[src/rtl/spi_slave_frame_ctrl_if.sv]
// SPI slave frame controller bus: serial pins plus the RAM-side
// read-data handshake and the received-frame outputs.
interface spi_slave_frame_ctrl_if #(
  parameter int DATA_W = 8
);
  logic              SS_n;
  logic              MOSI;
  logic              tx_valid;
  logic [DATA_W-1:0] tx_data;
  logic [DATA_W+1:0] rx_data;
  logic              rx_valid;
  logic              MISO;
  logic              frame_err;

  modport slave (
    input  SS_n, MOSI, tx_valid, tx_data,
    output rx_data, rx_valid, MISO, frame_err
  );

  modport master (
    output SS_n, MOSI, tx_valid, tx_data,
    input  rx_data, rx_valid, MISO, frame_err
  );
endinterface

[src/rtl/spi_slave_frame_ctrl.sv]
// SPI slave front end running on the system clock. Deserialises
// {cmd[1:0], payload} frames and serialises RAM read data onto MISO.
// Optional macro SPI_SLAVE_FRAME_ERR_EN builds the frame_err strobe
// (abort or tx_valid timeout); without it frame_err is tied low.
//
// state     | meaning
// ----------+-----------------------------------------------------
// IDLE      | waiting for SS_n low
// CHK_CMD   | next edge samples cmd[1] (first frame bit), picks route
// WRITE     | shifting a write-address / write-data frame
// READ_ADD  | shifting a read-address frame
// READ_DATA | shifting a read-data frame, then serve tx data
// TX_WAIT   | waiting for tx_valid, bounded by TX_TIMEOUT edges
// TX_SHIFT  | driving latched read data MSB first on MISO
// DONE      | frame finished, ignore MOSI until SS_n high
module spi_slave_frame_ctrl #(
  parameter int DATA_W     = 8,
  parameter int TX_TIMEOUT = 16
) (
  input logic                   clk,
  input logic                   rst_n,
  spi_slave_frame_ctrl_if.slave bus
);
  localparam int W     = DATA_W + 2;
  localparam int CNT_W = ($clog2(W) > 8) ? $clog2(W) : 8;

  typedef enum logic [2:0] {
    IDLE, CHK_CMD, WRITE, READ_ADD, READ_DATA, TX_WAIT, TX_SHIFT, DONE
  } state_t;

  state_t            state_q, state_d;
  logic [W-2:0]      shift_q, shift_d;
  logic [W-1:0]      rx_data_q, rx_data_d;
  logic              rx_valid_q, rx_valid_d;
  logic              miso_q, miso_d;
  logic              seen_q, seen_d;
  logic [CNT_W-1:0]  cnt_q, cnt_d;
  logic [DATA_W-2:0] tx_sr_q, tx_sr_d;
`ifdef SPI_SLAVE_FRAME_ERR_EN
  logic              err_q, err_d;
`endif

  // Next-state and datapath decode; abort takes priority over everything
  always_comb begin
    state_d    = state_q;
    shift_d    = shift_q;
    rx_data_d  = rx_data_q;
    rx_valid_d = 1'b0;
    miso_d     = miso_q;
    seen_d     = seen_q;
    cnt_d      = cnt_q;
    tx_sr_d    = tx_sr_q;
`ifdef SPI_SLAVE_FRAME_ERR_EN
    err_d      = 1'b0;
`endif
    if (state_q != IDLE && state_q != DONE && bus.SS_n) begin
      state_d = IDLE;
      miso_d  = 1'b0;
      cnt_d   = '0;
`ifdef SPI_SLAVE_FRAME_ERR_EN
      err_d   = 1'b1;
`endif
    end else begin
      unique case (state_q)
        IDLE: begin
          miso_d = 1'b0;
          cnt_d  = '0;
          if (!bus.SS_n) state_d = CHK_CMD;
        end
        CHK_CMD: begin
          shift_d = {shift_q[W-3:0], bus.MOSI};
          cnt_d   = CNT_W'(1);
          if (!bus.MOSI)   state_d = WRITE;
          else if (seen_q) state_d = READ_DATA;
          else             state_d = READ_ADD;
        end
        WRITE, READ_ADD, READ_DATA: begin
          shift_d = {shift_q[W-3:0], bus.MOSI};
          cnt_d   = cnt_q + 1'b1;
          if (cnt_q == CNT_W'(W - 1)) begin
            rx_data_d  = {shift_q, bus.MOSI};
            rx_valid_d = 1'b1;
            if (state_q == READ_ADD) seen_d = 1'b1;
            if (state_q == READ_DATA) begin
              seen_d  = 1'b0;
              cnt_d   = CNT_W'(TX_TIMEOUT - 1);
              state_d = TX_WAIT;
            end else begin
              state_d = DONE;
            end
          end
        end
        TX_WAIT: begin
          if (bus.tx_valid) begin
            miso_d  = bus.tx_data[DATA_W-1];
            tx_sr_d = bus.tx_data[DATA_W-2:0];
            cnt_d   = CNT_W'(DATA_W - 1);
            state_d = TX_SHIFT;
          end else if (cnt_q == '0) begin
            state_d = DONE;
`ifdef SPI_SLAVE_FRAME_ERR_EN
            err_d   = 1'b1;
`endif
          end else begin
            cnt_d = cnt_q - 1'b1;
          end
        end
        TX_SHIFT: begin
          if (cnt_q == '0) begin
            miso_d  = 1'b0;
            state_d = DONE;
          end else begin
            miso_d  = tx_sr_q[DATA_W-2];
            tx_sr_d = tx_sr_q << 1;
            cnt_d   = cnt_q - 1'b1;
          end
        end
        DONE: begin
          miso_d = 1'b0;
          if (bus.SS_n) state_d = IDLE;
        end
        default: state_d = IDLE;
      endcase
    end
  end

  // State and datapath registers
  always_ff @(posedge clk or negedge rst_n) begin
    if (!rst_n) begin
      state_q    <= IDLE;
      shift_q    <= '0;
      rx_data_q  <= '0;
      rx_valid_q <= 1'b0;
      miso_q     <= 1'b0;
      seen_q     <= 1'b0;
      cnt_q      <= '0;
      tx_sr_q    <= '0;
    end else begin
      state_q    <= state_d;
      shift_q    <= shift_d;
      rx_data_q  <= rx_data_d;
      rx_valid_q <= rx_valid_d;
      miso_q     <= miso_d;
      seen_q     <= seen_d;
      cnt_q      <= cnt_d;
      tx_sr_q    <= tx_sr_d;
    end
  end

`ifdef SPI_SLAVE_FRAME_ERR_EN
  // Error strobe: one cycle after an abort or timeout
  always_ff @(posedge clk or negedge rst_n) begin
    if (!rst_n) err_q <= 1'b0;
    else        err_q <= err_d;
  end
  assign bus.frame_err = err_q;
`else
  assign bus.frame_err = 1'b0;
`endif

  assign bus.rx_data  = rx_data_q;
  assign bus.rx_valid = rx_valid_q;
  assign bus.MISO     = miso_q;
endmodule

[src/flat_wrapper.sv]
// flat-port wrapper written by rule: the top's interface ports become plain ports
module spi_slave_frame_ctrl_flat 
#(
  parameter int DATA_W     = 8,
  parameter int TX_TIMEOUT = 16
)
  (clk, rst_n, bus_SS_n, bus_MOSI, bus_tx_valid, bus_tx_data, bus_rx_data, bus_rx_valid, bus_MISO, bus_frame_err);
  spi_slave_frame_ctrl_if #(.DATA_W(DATA_W)) bus_i ();
  input logic clk;
  input logic rst_n;
  input wire logic [$bits(bus_i.SS_n)-1:0] bus_SS_n;
  input wire logic [$bits(bus_i.MOSI)-1:0] bus_MOSI;
  input wire logic [$bits(bus_i.tx_valid)-1:0] bus_tx_valid;
  input wire logic [$bits(bus_i.tx_data)-1:0] bus_tx_data;
  output wire logic [$bits(bus_i.rx_data)-1:0] bus_rx_data;
  output wire logic [$bits(bus_i.rx_valid)-1:0] bus_rx_valid;
  output wire logic [$bits(bus_i.MISO)-1:0] bus_MISO;
  output wire logic [$bits(bus_i.frame_err)-1:0] bus_frame_err;
  assign bus_i.SS_n = bus_SS_n;
  assign bus_i.MOSI = bus_MOSI;
  assign bus_i.tx_valid = bus_tx_valid;
  assign bus_i.tx_data = bus_tx_data;
  assign bus_rx_data = bus_i.rx_data;
  assign bus_rx_valid = bus_i.rx_valid;
  assign bus_MISO = bus_i.MISO;
  assign bus_frame_err = bus_i.frame_err;
  spi_slave_frame_ctrl #(.DATA_W(DATA_W), .TX_TIMEOUT(TX_TIMEOUT)) u_core (.clk(clk), .rst_n(rst_n), .bus(bus_i));
endmodule
[config.mk]
export PLATFORM = sky130hd
export DESIGN_NAME = spi_slave_frame_ctrl_flat
export DESIGN_NICKNAME = d
export VERILOG_FILES = /design/src/rtl/spi_slave_frame_ctrl_if.sv /design/src/rtl/spi_slave_frame_ctrl.sv /design/src/flat_wrapper.sv
export SDC_FILE = /design/constraint.sdc
export NUM_CORES = 1
export LEC_CHECK = 0
export BUFFER_PORTS_ARGS = -buffer_cell sky130_fd_sc_hd__clkbuf_2
export CAP_MARGIN = 20
export CORE_ASPECT_RATIO = 2
export CORE_MARGIN = 3
export CORE_UTILIZATION = 57
export DETAILED_ROUTE_END_ITERATION = 6
export PLACE_DENSITY_LB_ADDON = 0.25
export SETUP_SLACK_MARGIN = 0.3
export SYNTH_ARGS = -nofsm -noshare
export SYNTH_HDL_FRONTEND = slang
export SYNTH_SLANG_ARGS = --single-unit
[constraint.sdc]
create_clock -name clk -period 3.1 [get_ports clk]
set_clock_uncertainty 0.1 [all_clocks]
set_input_delay 0.62 -clock clk [delete_from_list [all_inputs] [get_ports clk]]
set_output_delay 0.62 -clock clk [all_outputs]
set_load 0.05 [all_outputs]
==> Implementation_results.wiki <==
{| class="wikitable"
! Metric !! Value
|-
| Post-CTS Setup Repair Bufs || 0
|-
| Worst slew margin relative to its limit || 0.336
|-
| Register bit total from synthesis || 40
|-
| Final worst-path cycle share || 0.769
|-
| Netlist cell types || between 50 and 60
|-
| Detailed-placement wirelength estimate || roughly 4.2 mm
|-
| Routed WL || 5.75 mm
|-
| Post-synthesis instance total || 235
|-
| Number of H-tree levels || 2
|-
| Via-to-Cell Ratio || around 6.5
|-
| Highest clock frequency the design can meet || ~420 MHz
|-
| Number of max-capacitance violations reported || 0
|-
| Clock latency at the later pin of the worst-skew pair || approximately 0.3 ns
|-
| Hold slack || 0.373 ns
|-
| Syn Nets || around 250
|-
| Mean routed wirelength per cell || between 15 and 20 µm
|-
| Ratio of total power to cell area || roughly 750 mW/mm²
|-
| Number of cell rows || 33
|-
| Initial detailed-routing violation count || 76
|-
| Power Internal || roughly 1.2 mW
|-
| Die width || 52.5 µm
|-
| Total of warnings raised by yosys || 0
|-
| Leakage || about 1.2 nW
|-
| Clock network fraction of design power || 0.216
|-
| Port buffer count || 24
|-
| Highest-count cells in the layout ignoring fill and taps || 40 x dfrtp_1, 24 x clkbuf_2, 17 x a21oi_1, 17 x mux2_2, 14 x nand2_1
|-
| Area of the die || around 0.0052 mm²
|-
| Most frequent standard cell in the layout excluding fill and tap cells || dfrtp_1
|-
| Switching pwr || slightly below 0.8 mW
|-
| DRT antenna net count || 0
|-
| Count of placed standard cells including taps || 297
|-
| Pin count of the biggest net entering global routing || 41
|-
| Number of hold-slack violations in the final timing report || 0
|-
| Data required time of the worst path || 3.19 ns
|-
| Maximum vdd ir drop || approximately 0.5 mV
|-
| Total count of max-transition violations in the final report || 0
|-
| Master cell of the clock root buffer || clkbuf_8
|-
| Sinks on the clock net || 40
|-
| Total number of vias || approximately 2000
|-
| Util after Layout || 0.652
|-
| Total global-route track usage || 0.246
|-
| Instance area at placement || approximately 0.0026 mm²
|-
| Mapped cell area || about 0.0025 mm²
|-
| Number of clock buffers inserted by TritonCTS || 5
|-
| Switching power as a share of total power || 0.383
|-
| Average footprint of a synthesized cell || approximately 10 µm²
|-
| Total negative slack for setup checks || 0 ns
|-
| Number of nets in the layout || between 200 and 300
|-
| Remaining routing DRC violations || 0
|-
| Number of failing setup endpoints in the final timing report || 0
|-
| Flip-flop cell with the highest count after synthesis || dfrtp_1
|-
| Number of enable-type register cells in the synthesized netlist || 0
|-
| Arrival time reported for the critical path endpoint || 2.47 ns
|-
| Seq/Total Area, Yosys || 0.407
|-
| Fraction of registers with async set/reset || 1.00
|-
| Layout cell share with drive strength beyond 1 || 0.304
|-
| Run status || complete, no violations
|-
| Worst Setup Slack, final || 0.715 ns
|-
| Clock period minus worst slack || about 2.4 ns
|-
| Residual overflow from global routing || 0
|-
| Hold_buf cts || 0
|-
| # fillers || ~350
|-
| Post-CTS resize count || 0
|-
| Summed area of non-filler cells in the final layout || 0.00269 mm²
|-
| Placer's final routability congestion estimate || ~0.97
|-
| Post-place setup slack || roughly 0.76 ns
|-
| Worst hold path type || input pin to async pin
|-
| Vias in the first global route || roughly 2000
|-
| Count of boundary I/O pins || 26
|-
| Crit start category || flip-flop
|-
| Total power draw || 2.02 mW
|-
| Core area || approximately 0.0041 mm²
|-
| Transition time at the pin with the least slew margin || around 1.0 ns
|-
| Clock Path Buffers || 2
|-
| RSZ-0062 raised after global routing || no
|-
| Total iterations of the first detailed-routing run || 5
|-
| Number of antenna violations at the first check in global routing || 0
|-
| Final non-filler cell total || roughly 310
|-
| Starting utilization of the core area || 0.596
|-
| Wire length of the first global-routing pass || around 9.6 mm
|-
| TritonCTS clock tree || built
|-
| Worst setup path category || flip-flop to flip-flop
|-
| Kind of capture point of the worst setup path || flip-flop
|-
| Die Span Y || 98.9 µm
|-
| Antenna diode count || 0
|-
| Max Fanout on Critical Path || 16
|-
| Proportion of power drawn by combinational gates || 0.390
|-
| Sequential cell fraction of total power || 0.394
|-
| Clock transition time at the flip-flop clock pins of the worst setup and hold paths || roughly 0.080 ns
|-
| Layout Area Growth over Synthesis || 9.30%
|}
## Yosys cell counts, types with 2 or more instances
cell,number,area [µm²]
nor2_1,5,18.8
o211ai_1,2,15.0
and3_1,3,18.8
mux2_4,13,195
o21ai_0,11,55.1
nor2b_1,3,18.8
or3b_1,2,17.5
o2111ai_1,3,26.3
o221a_2,2,22.5
ha_1,4,50.1
o221ai_1,3,26.3
a21oi_1,17,85.1
a22oi_1,5,37.5
nor3_1,6,30.0
nand2_1,14,52.6
a41oi_1,3,26.3
or3_1,5,31.3
clkbuf_1,7,26.3
inv_1,8,30.0
xnor2_1,2,17.5
and2_1,4,25.0
buf_2,4,20.0
nand2b_1,4,25.0
a31oi_1,5,31.3
a21oi_2,2,17.5
a32oi_1,2,17.5
nand3_1,6,30.0
dfrtp_1,40,1000
mux2_2,17,191
buf_4,3,22.5
o32ai_1,3,26.3
buf_6,2,22.5
## state kept, by name (all words and copies together) (netlist names)
| signal | cells |
|---|---|
| u_core.bus.MISO | 1 |
| u_core.bus.rx_data | 10 |
| u_core.bus.rx_valid | 1 |
| u_core.cnt_q | 8 |
| u_core.seen_q | 1 |
| u_core.shift_q | 9 |
| u_core.state_q | 3 |
| u_core.tx_sr_q | 7 |
## power groups by stage
stage	combinational, mW	clock, mW	sequential (mW)
2_1_floorplan	0.616	0	0.744
3_5_place_dp	0.767	0	0.798
6_report	0.785	0.435	0.795
4_1_cts	0.773	0.443	0.789
5_1_grt	0.854	0.462	0.818
3_3_place_gp	0.751	0	0.791
## routing by layer
| metal | GRT usage | up-vias | part of all wire |
|---|---|---|---|
| li1 | - | 916 | - |
| met1 | 0.261 | 966 | 0.37 |
| met2 | 0.430 | 76 | 0.55 |
| met3 | 0.0424 | 27 | 0.036 |
| met4 | 0.148 | 0 | 0.045 |
| met5 | 0 | - | 0 |
## kinds of logic after synthesis
kind of cell	synth area share
compound gates	0.195
simple gates	0.162
flops	0.407
mux	0.157
buf+inv	0.0508
fa+ha+maj	0.0203
xor+xnor	0.00712
other cells	0.00152
## worst max-delay path, cell delays in order (launching register included)
cell and delay, ns:
dfrtp_1 0.55, nor2b_1 0.44, nor2_1 0.15, or3_1 0.64, mux2_4 0.39
## cell type report
cell class	instances	area [µm²]	area share
Tap cell	52	65.1	0.0242
Sequential cell	40	1000	0.372
Clock inverter	3	47.5	0.0177
Multi-Input combinational cell	170	1340	0.496
Inverter	8	30.0	0.0112
Clock buffer	5	68.8	0.0256
Timing Repair Buffer	27	143	0.0530
## path summary, 6_finish.rpt
kind,start,to,slack [ns],depth (start not counted)
worst max-delay path,u_core.state_q[2],u_core.bus.rx_data[2],0.72,4
worst min-delay path,rst_n,u_core.bus.rx_data[3],0.37,1
worst max register to register,u_core.state_q[2],u_core.bus.rx_data[2],0.72,4
worst min register to register,u_core.tx_sr_q[1],u_core.tx_sr_q[1],0.41,1
max in group asynchronous,rst_n,u_core.cnt_q[2],1.91,1
min in group clk,u_core.tx_sr_q[1],u_core.tx_sr_q[1],0.41,1
Power figures use the tool's default switching activity.
